**src/rtl/keypad_pkg.sv**
```systemverilog
// Shared types, key code constants and the row/column to key code map
// for the keypad scan and debounce block.
package keypad_pkg;

    typedef enum logic [1:0] {
        IDLE,
        PRESS_CHECK,
        HELD,
        RELEASE_CHECK
    } key_state_e;

    typedef enum logic [1:0] {
        NONE,
        SINGLE,
        MULTI
    } scan_result_e;

    localparam logic [3:0] KEY_PLUS  = 4'hA;
    localparam logic [3:0] KEY_MINUS = 4'hB;
    localparam logic [3:0] KEY_MUL   = 4'hC;
    localparam logic [3:0] KEY_DIV   = 4'hD;
    localparam logic [3:0] KEY_CLR   = 4'hE;
    localparam logic [3:0] KEY_DP    = 4'hF;

    // Physical layout: rows top to bottom, columns left to right.
    function automatic logic [3:0] key_map(input logic [1:0] row, input logic [1:0] col);
        logic [3:0] code;
        case ({row, col})
            4'b00_00: code = 4'h1;
            4'b00_01: code = 4'h2;
            4'b00_10: code = 4'h3;
            4'b00_11: code = KEY_PLUS;
            4'b01_00: code = 4'h4;
            4'b01_01: code = 4'h5;
            4'b01_10: code = 4'h6;
            4'b01_11: code = KEY_MINUS;
            4'b10_00: code = 4'h7;
            4'b10_01: code = 4'h8;
            4'b10_10: code = 4'h9;
            4'b10_11: code = KEY_MUL;
            4'b11_00: code = KEY_DP;
            4'b11_01: code = 4'h0;
            4'b11_10: code = KEY_CLR;
            default:  code = KEY_DIV;
        endcase
        return code;
    endfunction

endpackage

```
**src/rtl/keypad_scan_debounce_if.sv**
```systemverilog
// Keypad matrix pins plus the key event outputs seen by the calculator FSM.
interface keypad_scan_debounce_if;

    logic [3:0] row_in;
    logic [3:0] col_out;
    logic       key_valid;
    logic [3:0] key_code;
    logic       key_pressed;

    // slave is the scanner; master is the keypad/consumer side.
    modport slave (
        input  row_in,
        output col_out,
        output key_valid,
        output key_code,
        output key_pressed
    );

    modport master (
        output row_in,
        input  col_out,
        input  key_valid,
        input  key_code,
        input  key_pressed
    );

endinterface

```
**src/rtl/keypad_scan_sequencer.sv**
```systemverilog
// Synchronizes the rows, walks the one-hot column drive and classifies each
// full matrix scan as NONE, SINGLE(code) or MULTI.
module keypad_scan_sequencer
    import keypad_pkg::*;
#(
    parameter int SCAN_DIV = 1000
) (
    input  logic         clk,
    input  logic         rst,
    input  logic [3:0]   row_in,
    output logic [3:0]   col_out,
    output logic         scan_done,
    output scan_result_e scan_result,
    output logic [3:0]   scan_code
);

    localparam int            DW         = $clog2(SCAN_DIV);
    localparam logic [DW-1:0] DWELL_LAST = DW'(SCAN_DIV - 1);

    logic [3:0]    row_meta;
    logic [3:0]    row_sync;
    logic [DW-1:0] dwell;
    logic [1:0]    col_idx;
    logic [1:0]    hit_cnt;
    logic [3:0]    hit_code;

    logic          sample;
    logic [2:0]    pop;
    logic [2:0]    total;
    logic [1:0]    row_idx;
    logic [3:0]    sample_code;

    // NOTE: sequential state uses non-blocking assignments so every register
    // samples pre-edge values regardless of block ordering.
    always_ff @(posedge clk) begin
        if (rst) begin
            row_meta <= '0;
            row_sync <= '0;
        end else begin
            row_meta <= row_in;
            row_sync <= row_meta;
        end
    end

    always_ff @(posedge clk) begin
        if (rst) begin
            dwell   <= '0;
            col_idx <= '0;
        end else if (dwell == DWELL_LAST) begin
            dwell   <= '0;
            col_idx <= col_idx + 2'd1;
        end else begin
            dwell <= dwell + DW'(1);
        end
    end

    assign col_out   = 4'b0001 << col_idx;
    assign sample    = (dwell == DWELL_LAST);
    assign scan_done = sample && (col_idx == 2'd3);

    // NOTE: every variable gets a default at the top of always_comb so no
    // path can leave it unassigned and infer a latch.
    always_comb begin
        pop     = '0;
        row_idx = '0;
        for (int r = 0; r < 4; r++) begin
            if (row_sync[r]) begin
                pop     = pop + 3'd1;
                row_idx = 2'(r);
            end
        end
    end

    assign sample_code = key_map(row_idx, col_idx);
    assign total       = {1'b0, hit_cnt} + pop;

    // The column-3 sample is folded in combinationally so the verdict is
    // ready on the scan_done cycle itself.
    always_comb begin
        scan_result = NONE;
        scan_code   = hit_code;
        if (total == 3'd1) begin
            scan_result = SINGLE;
            if (pop == 3'd1) scan_code = sample_code;
        end else if (total >= 3'd2) begin
            scan_result = MULTI;
        end
    end

    always_ff @(posedge clk) begin
        if (rst) begin
            hit_cnt  <= '0;
            hit_code <= '0;
        end else if (sample) begin
            if (col_idx == 2'd3) begin
                hit_cnt  <= '0;
                hit_code <= '0;
            end else begin
                hit_cnt <= (total >= 3'd2) ? 2'd2 : total[1:0];
                if (pop == 3'd1) hit_code <= sample_code;
            end
        end
    end

endmodule

```
**src/rtl/keypad_scan_debounce.sv**
```systemverilog
// Keypad front end: matrix scanning plus a press/release debounce FSM that
// emits one key_valid pulse per clean press and a debounced key_pressed level.
module keypad_scan_debounce
    import keypad_pkg::*;
#(
    parameter int SCAN_DIV       = 1000,
    parameter int DEBOUNCE_SCANS = 4
) (
    input  logic                  clk,
    input  logic                  rst,
    keypad_scan_debounce_if.slave bus
);

    localparam int            CW      = $clog2(DEBOUNCE_SCANS + 1);
    localparam logic [CW-1:0] CNT_MAX = CW'(DEBOUNCE_SCANS);

    logic         scan_done;
    scan_result_e scan_result;
    logic [3:0]   scan_code;
    logic [3:0]   col_drive;

    key_state_e   state;
    logic [3:0]   cand;
    logic [CW-1:0] cnt;
    logic [CW-1:0] cnt_inc;
    logic         key_valid;
    logic [3:0]   key_code;
    logic         key_pressed;

    keypad_scan_sequencer #(
        .SCAN_DIV (SCAN_DIV)
    ) u_seq (
        .clk         (clk),
        .rst         (rst),
        .row_in      (bus.row_in),
        .col_out     (col_drive),
        .scan_done   (scan_done),
        .scan_result (scan_result),
        .scan_code   (scan_code)
    );

    // Saturating so a long stable run never wraps back below the threshold.
    assign cnt_inc = (cnt == CNT_MAX) ? cnt : cnt + CW'(1);

    always_ff @(posedge clk) begin
        if (rst) begin
            state       <= IDLE;
            cand        <= '0;
            cnt         <= '0;
            key_valid   <= 1'b0;
            key_code    <= '0;
            key_pressed <= 1'b0;
        end else begin
            key_valid <= 1'b0;
            if (scan_done) begin
                case (state)
                    IDLE: begin
                        if (scan_result == SINGLE) begin
                            if (DEBOUNCE_SCANS == 1) begin
                                key_valid   <= 1'b1;
                                key_code    <= scan_code;
                                key_pressed <= 1'b1;
                                cnt         <= '0;
                                state       <= HELD;
                            end else begin
                                cand  <= scan_code;
                                cnt   <= CW'(1);
                                state <= PRESS_CHECK;
                            end
                        end
                    end
                    PRESS_CHECK: begin
                        if (scan_result == SINGLE && scan_code == cand) begin
                            if (cnt_inc == CNT_MAX) begin
                                key_valid   <= 1'b1;
                                key_code    <= cand;
                                key_pressed <= 1'b1;
                                cnt         <= '0;
                                state       <= HELD;
                            end else begin
                                cnt <= cnt_inc;
                            end
                        end else begin
                            // A different verdict abandons the candidate; a new
                            // one is only taken on the following scan.
                            cnt   <= '0;
                            state <= IDLE;
                        end
                    end
                    HELD: begin
                        if (scan_result == NONE) begin
                            if (DEBOUNCE_SCANS == 1) begin
                                key_pressed <= 1'b0;
                                state       <= IDLE;
                            end else begin
                                cnt   <= CW'(1);
                                state <= RELEASE_CHECK;
                            end
                        end
                    end
                    RELEASE_CHECK: begin
                        if (scan_result == NONE) begin
                            if (cnt_inc == CNT_MAX) begin
                                key_pressed <= 1'b0;
                                cnt         <= '0;
                                state       <= IDLE;
                            end else begin
                                cnt <= cnt_inc;
                            end
                        end else begin
                            cnt   <= '0;
                            state <= HELD;
                        end
                    end
                    default: begin
                        cnt   <= '0;
                        state <= IDLE;
                    end
                endcase
            end
        end
    end

    assign bus.col_out     = col_drive;
    assign bus.key_valid   = key_valid;
    assign bus.key_code    = key_code;
    assign bus.key_pressed = key_pressed;

endmodule

```
**src/flat_wrapper.sv**
```systemverilog
// flat-port wrapper written by rule: the top's interface ports become plain ports
module keypad_scan_debounce_flat import keypad_pkg::*;
#(
    parameter int SCAN_DIV       = 1000,
    parameter int DEBOUNCE_SCANS = 4
)
  (clk, rst, bus_row_in, bus_col_out, bus_key_valid, bus_key_code, bus_key_pressed);
  keypad_scan_debounce_if bus_i ();
  input  logic clk;
  input  logic rst;
  input wire logic [$bits(bus_i.row_in)-1:0] bus_row_in;
  output wire logic [$bits(bus_i.col_out)-1:0] bus_col_out;
  output wire logic [$bits(bus_i.key_valid)-1:0] bus_key_valid;
  output wire logic [$bits(bus_i.key_code)-1:0] bus_key_code;
  output wire logic [$bits(bus_i.key_pressed)-1:0] bus_key_pressed;
  assign bus_i.row_in = bus_row_in;
  assign bus_col_out = bus_i.col_out;
  assign bus_key_valid = bus_i.key_valid;
  assign bus_key_code = bus_i.key_code;
  assign bus_key_pressed = bus_i.key_pressed;
  keypad_scan_debounce #(.SCAN_DIV(SCAN_DIV), .DEBOUNCE_SCANS(DEBOUNCE_SCANS)) u_core (.clk(clk), .rst(rst), .bus(bus_i));
endmodule
```
**config.mk**
```make
export PLATFORM = sky130hd
export DESIGN_NAME = keypad_scan_debounce_flat
export DESIGN_NICKNAME = d
export VERILOG_FILES = /design/src/rtl/keypad_pkg.sv /design/src/rtl/keypad_scan_debounce_if.sv /design/src/rtl/keypad_scan_sequencer.sv /design/src/rtl/keypad_scan_debounce.sv /design/src/flat_wrapper.sv
export SDC_FILE = /design/constraint.sdc
export NUM_CORES = 1
export LEC_CHECK = 0
export BUFFER_PORTS_ARGS = -buffer_cell sky130_fd_sc_hd__buf_2
export CAP_MARGIN = 20
export CORE_MARGIN = 2
export CORE_UTILIZATION = 50
export DETAILED_ROUTE_END_ITERATION = 8
export PLACE_DENSITY_LB_ADDON = 0.05
export SLEW_MARGIN = 20
export SYNTH_ARGS = -nofsm -noshare
export SYNTH_HDL_FRONTEND = slang
export SYNTH_SLANG_ARGS = --single-unit
```
**constraint.sdc**
```tcl
create_clock -name clk -period 4.41 [get_ports clk]
set_clock_uncertainty 0.15 [all_clocks]
set_input_delay 0.441 -clock clk [delete_from_list [all_inputs] [get_ports clk]]
set_output_delay 0.441 -clock clk [all_outputs]
set_load 0.05 [all_outputs]
```
==> run summary <==
largest net degree at the start of global routing: 37
CTS tree: built
post-CTS setup buffers: 0
most frequent cell after synthesis: dfxtp_1
final worst setup slack: 0.282 ns
Peak VDD IR: 0.000167 V
Hold Buf Count CTS: 0
synth unique cells: 61
Wirelength per Cell: 14.1 um
Post-Syn Area: 2460 um^2
Mapped Cells: 284
area leader, netlist: dfxtp_1
startpoint type of the worst setup path: flop
largest family of logic cells by synthesized area: simple AND/OR/NAND/NOR gates
vias in the first global route: 1826
Final nets: 314
Filler cells: 470
post-DR vias/cell: 5.57
final WL: 5100 um
fin. max-slew vios: 0
DRC: 0
Initial Util: 0.522
Seq cells post-synth: 41
Row Count: 25
CTS clk-pin slew, worst paths: 0.09 ns
area grow syn2layout: 7.06%
clk buf depth: 2
Die Width: 74.2 um
initial antenna violation count: 0
number of nets with antenna violations after detailed routing: 0
post-synth top area share: 0.333
sequential area share after synthesis: 0.333
port bufs: 15
slew of the pin with the lowest slew margin: 0.695 ns
crit share post-route: 0.936
XOR/XNOR Fraction of Synth Area: 0.0624
share of cells above drive strength 1: 0.132
CP Class: reg -> reg
setup violators final: 0
CTS Root Cell: clkbuf_8
setup total negative slack: 0 ns
post-synthesis simple-gate area fraction: 0.289
number of diodes: 0
status: completed
worst hold-check path type: in -> reg
Worst Path Max Fanout: 6
Remaining Overflow, GRT: 0
Lkg Pwr: 1.03 nW
DRT Pass-1 Iters: 4
Warnings, synthesis: 0
Critical Path RT: 4.49 ns
dpl ws: 0.337 ns
GPL Wtd Cong: 0.868
mux contribution to synthesized area: 0.0289
total track usage: 0.206
final hold violations: 0
post-layout power: 723 uW
clk_lat worst skew: 0.30 ns
EDFF count, synth: 0
Commonest cells post-synth: dfxtp_1, nor2_1, nand2_1, a21oi_1, inv_1
1st-iter DRT viols: 127
Rel. slew slack: 0.533
ys flop type: dfxtp_1
Period minus WS final: 4.13 ns
die height: 74.2 um
vias: 2016
syn avg cell area: 8.68 um^2
H-tree Lvls: 2
f_max: 0.242 GHz
Mapped Nets: 304
first-pass GRT wire length: 8720 um
post-CTS sizing: 0
critical path capture point type: flop
Core ar.: 4720 um^2
cts bufs inserted: 5
Synth async-reset ratio: 0
Area contributors post-synth: dfxtp_1, ha_1, nor2_1, a21oi_1, nand2_1
area share of fa/ha/maj cells after synthesis: 0.0741
clock tree sinks: 41
Worst Path Arrival: 4.21 ns
Compound-Gate Fraction of Synth Area: 0.162
Max-Cap Viols: 0
PD cells: 274 nW/um^2
RSZ-0062 raised after global routing: false
Top Ports: 16
hpwl dp: 3630 um
total die area: 5510 um^2
[metrics by stage]
stage	utilization	instance area [um^2]	std cells	hold WS, ns
after floorplan	-	2460	284	0.264
after global placement	0.540	2550	354	0.274
after detailed placement	0.540	2550	354	0.280
after CTS	0.559	2640	362	0.183
after global routing	0.559	2640	362	0.185
final	0.559	2640	362	0.186
[routing by layer]
layer | track usage | vias to the layer above | part of all wire
li1 | - | 1037 | -
met1 | 0.287 | 947 | 0.50
met2 | 0.315 | 26 | 0.45
met3 | 0.0556 | 6 | 0.036
met4 | 0.0595 | 0 | 0.010
met5 | 0 | - | 0
[flip-flops by register name, summed over array words and instances (netlist names), 2 cells and up]
signal and flops:
u_core.u_seq.dwell 10, u_core.bus.key_code 4, u_core.cand 4, u_core.u_seq.hit_code 4, u_core.u_seq.row_meta 4, u_core.u_seq.row_sync 4
u_core.cnt 3, u_core.state 2, u_core.u_seq.col_idx 2, u_core.u_seq.hit_cnt 2
[path summary, 6_finish.rpt]
kind | from | to | slack (ns) | cells past startpoint
worst min-delay path | bus_row_in[0] | u_core.u_seq.row_meta[0] | 0.19 | 2
worst max-delay path | u_core.u_seq.row_sync[1] | u_core.cand[3] | 0.28 | 12
worst min register to register | u_core.u_seq.row_meta[0] | u_core.u_seq.row_sync[0] | 0.30 | 1
worst max register to register | u_core.u_seq.row_sync[1] | u_core.cand[3] | 0.28 | 12
[final cells by class]
type / count / area (um^2) / area share
sequential: 41 / 821 / 0.311
inverter: 14 / 52.6 / 0.0199
multi-input combinational: 217 / 1520 / 0.576
clock inverter: 2 / 15.0 / 0.00569
timing repair buffer: 15 / 75.1 / 0.0284
tap: 67 / 83.8 / 0.0318
clock buffer: 6 / 72.6 / 0.0275
[worst max-delay path, stage by stage, from the launching register on]
cell and delay (ns):
dfxtp_1 0.38, inv_1 0.08, ha_1 0.41, xor2_1 0.25
ha_1 0.31, mux2_2 0.29, fa_1 0.47, xor3_1 0.40
nor2_1 0.22, nand3b_1 0.20, or3_1 0.49, a211o_1 0.27
a21oi_1 0.13
[report_power, final]
| part | leakage [nW] | internal (mW) | total, mW | switching (mW) |
|---|---|---|---|---|
| registers | 0.332 | 0.376 | 0.381 | 0.00563 |
| clock network | 0.0374 | 0.112 | 0.256 | 0.144 |
| logic | 0.660 | 0.0306 | 0.0859 | 0.0554 |
[cells by family (layout without fill, tap and decap cells)]
kind of cell,Yosys count,after routing
simple gates,122,122
compound gates,59,59
flops,41,41
buf+inv,26,37
xor+xnor,15,15
fa+ha+maj,14,14
mux,7,7
[layout by cell type, fill, tap and decap left out, types with 5 or more instances in the layout]
| master | netlist | routed |
|---|---|---|
| o21ai_1 | 5 | 5 |
| nand2_1 | 20 | 20 |
| ha_1 | 13 | 13 |
| mux2i_1 | 6 | 6 |
| nor2_1 | 29 | 29 |
| o21ai_0 | 8 | 8 |
| or3_1 | 7 | 7 |
| nand2b_1 | 5 | 5 |
| nand3_1 | 6 | 6 |
| buf_2 | 1 | 15 |
| inv_1 | 14 | 14 |
| dfxtp_1 | 41 | 41 |
| xnor2_1 | 8 | 8 |
| nor2b_1 | 12 | 12 |
| clkbuf_8 | 0 | 5 |
| a21oi_1 | 16 | 16 |
| nand4_1 | 7 | 7 |
| and3_1 | 5 | 5 |
| a22oi_1 | 5 | 5 |
| xor2_1 | 5 | 5 |
No activity file was read; power rests on OpenSTA's default activity.
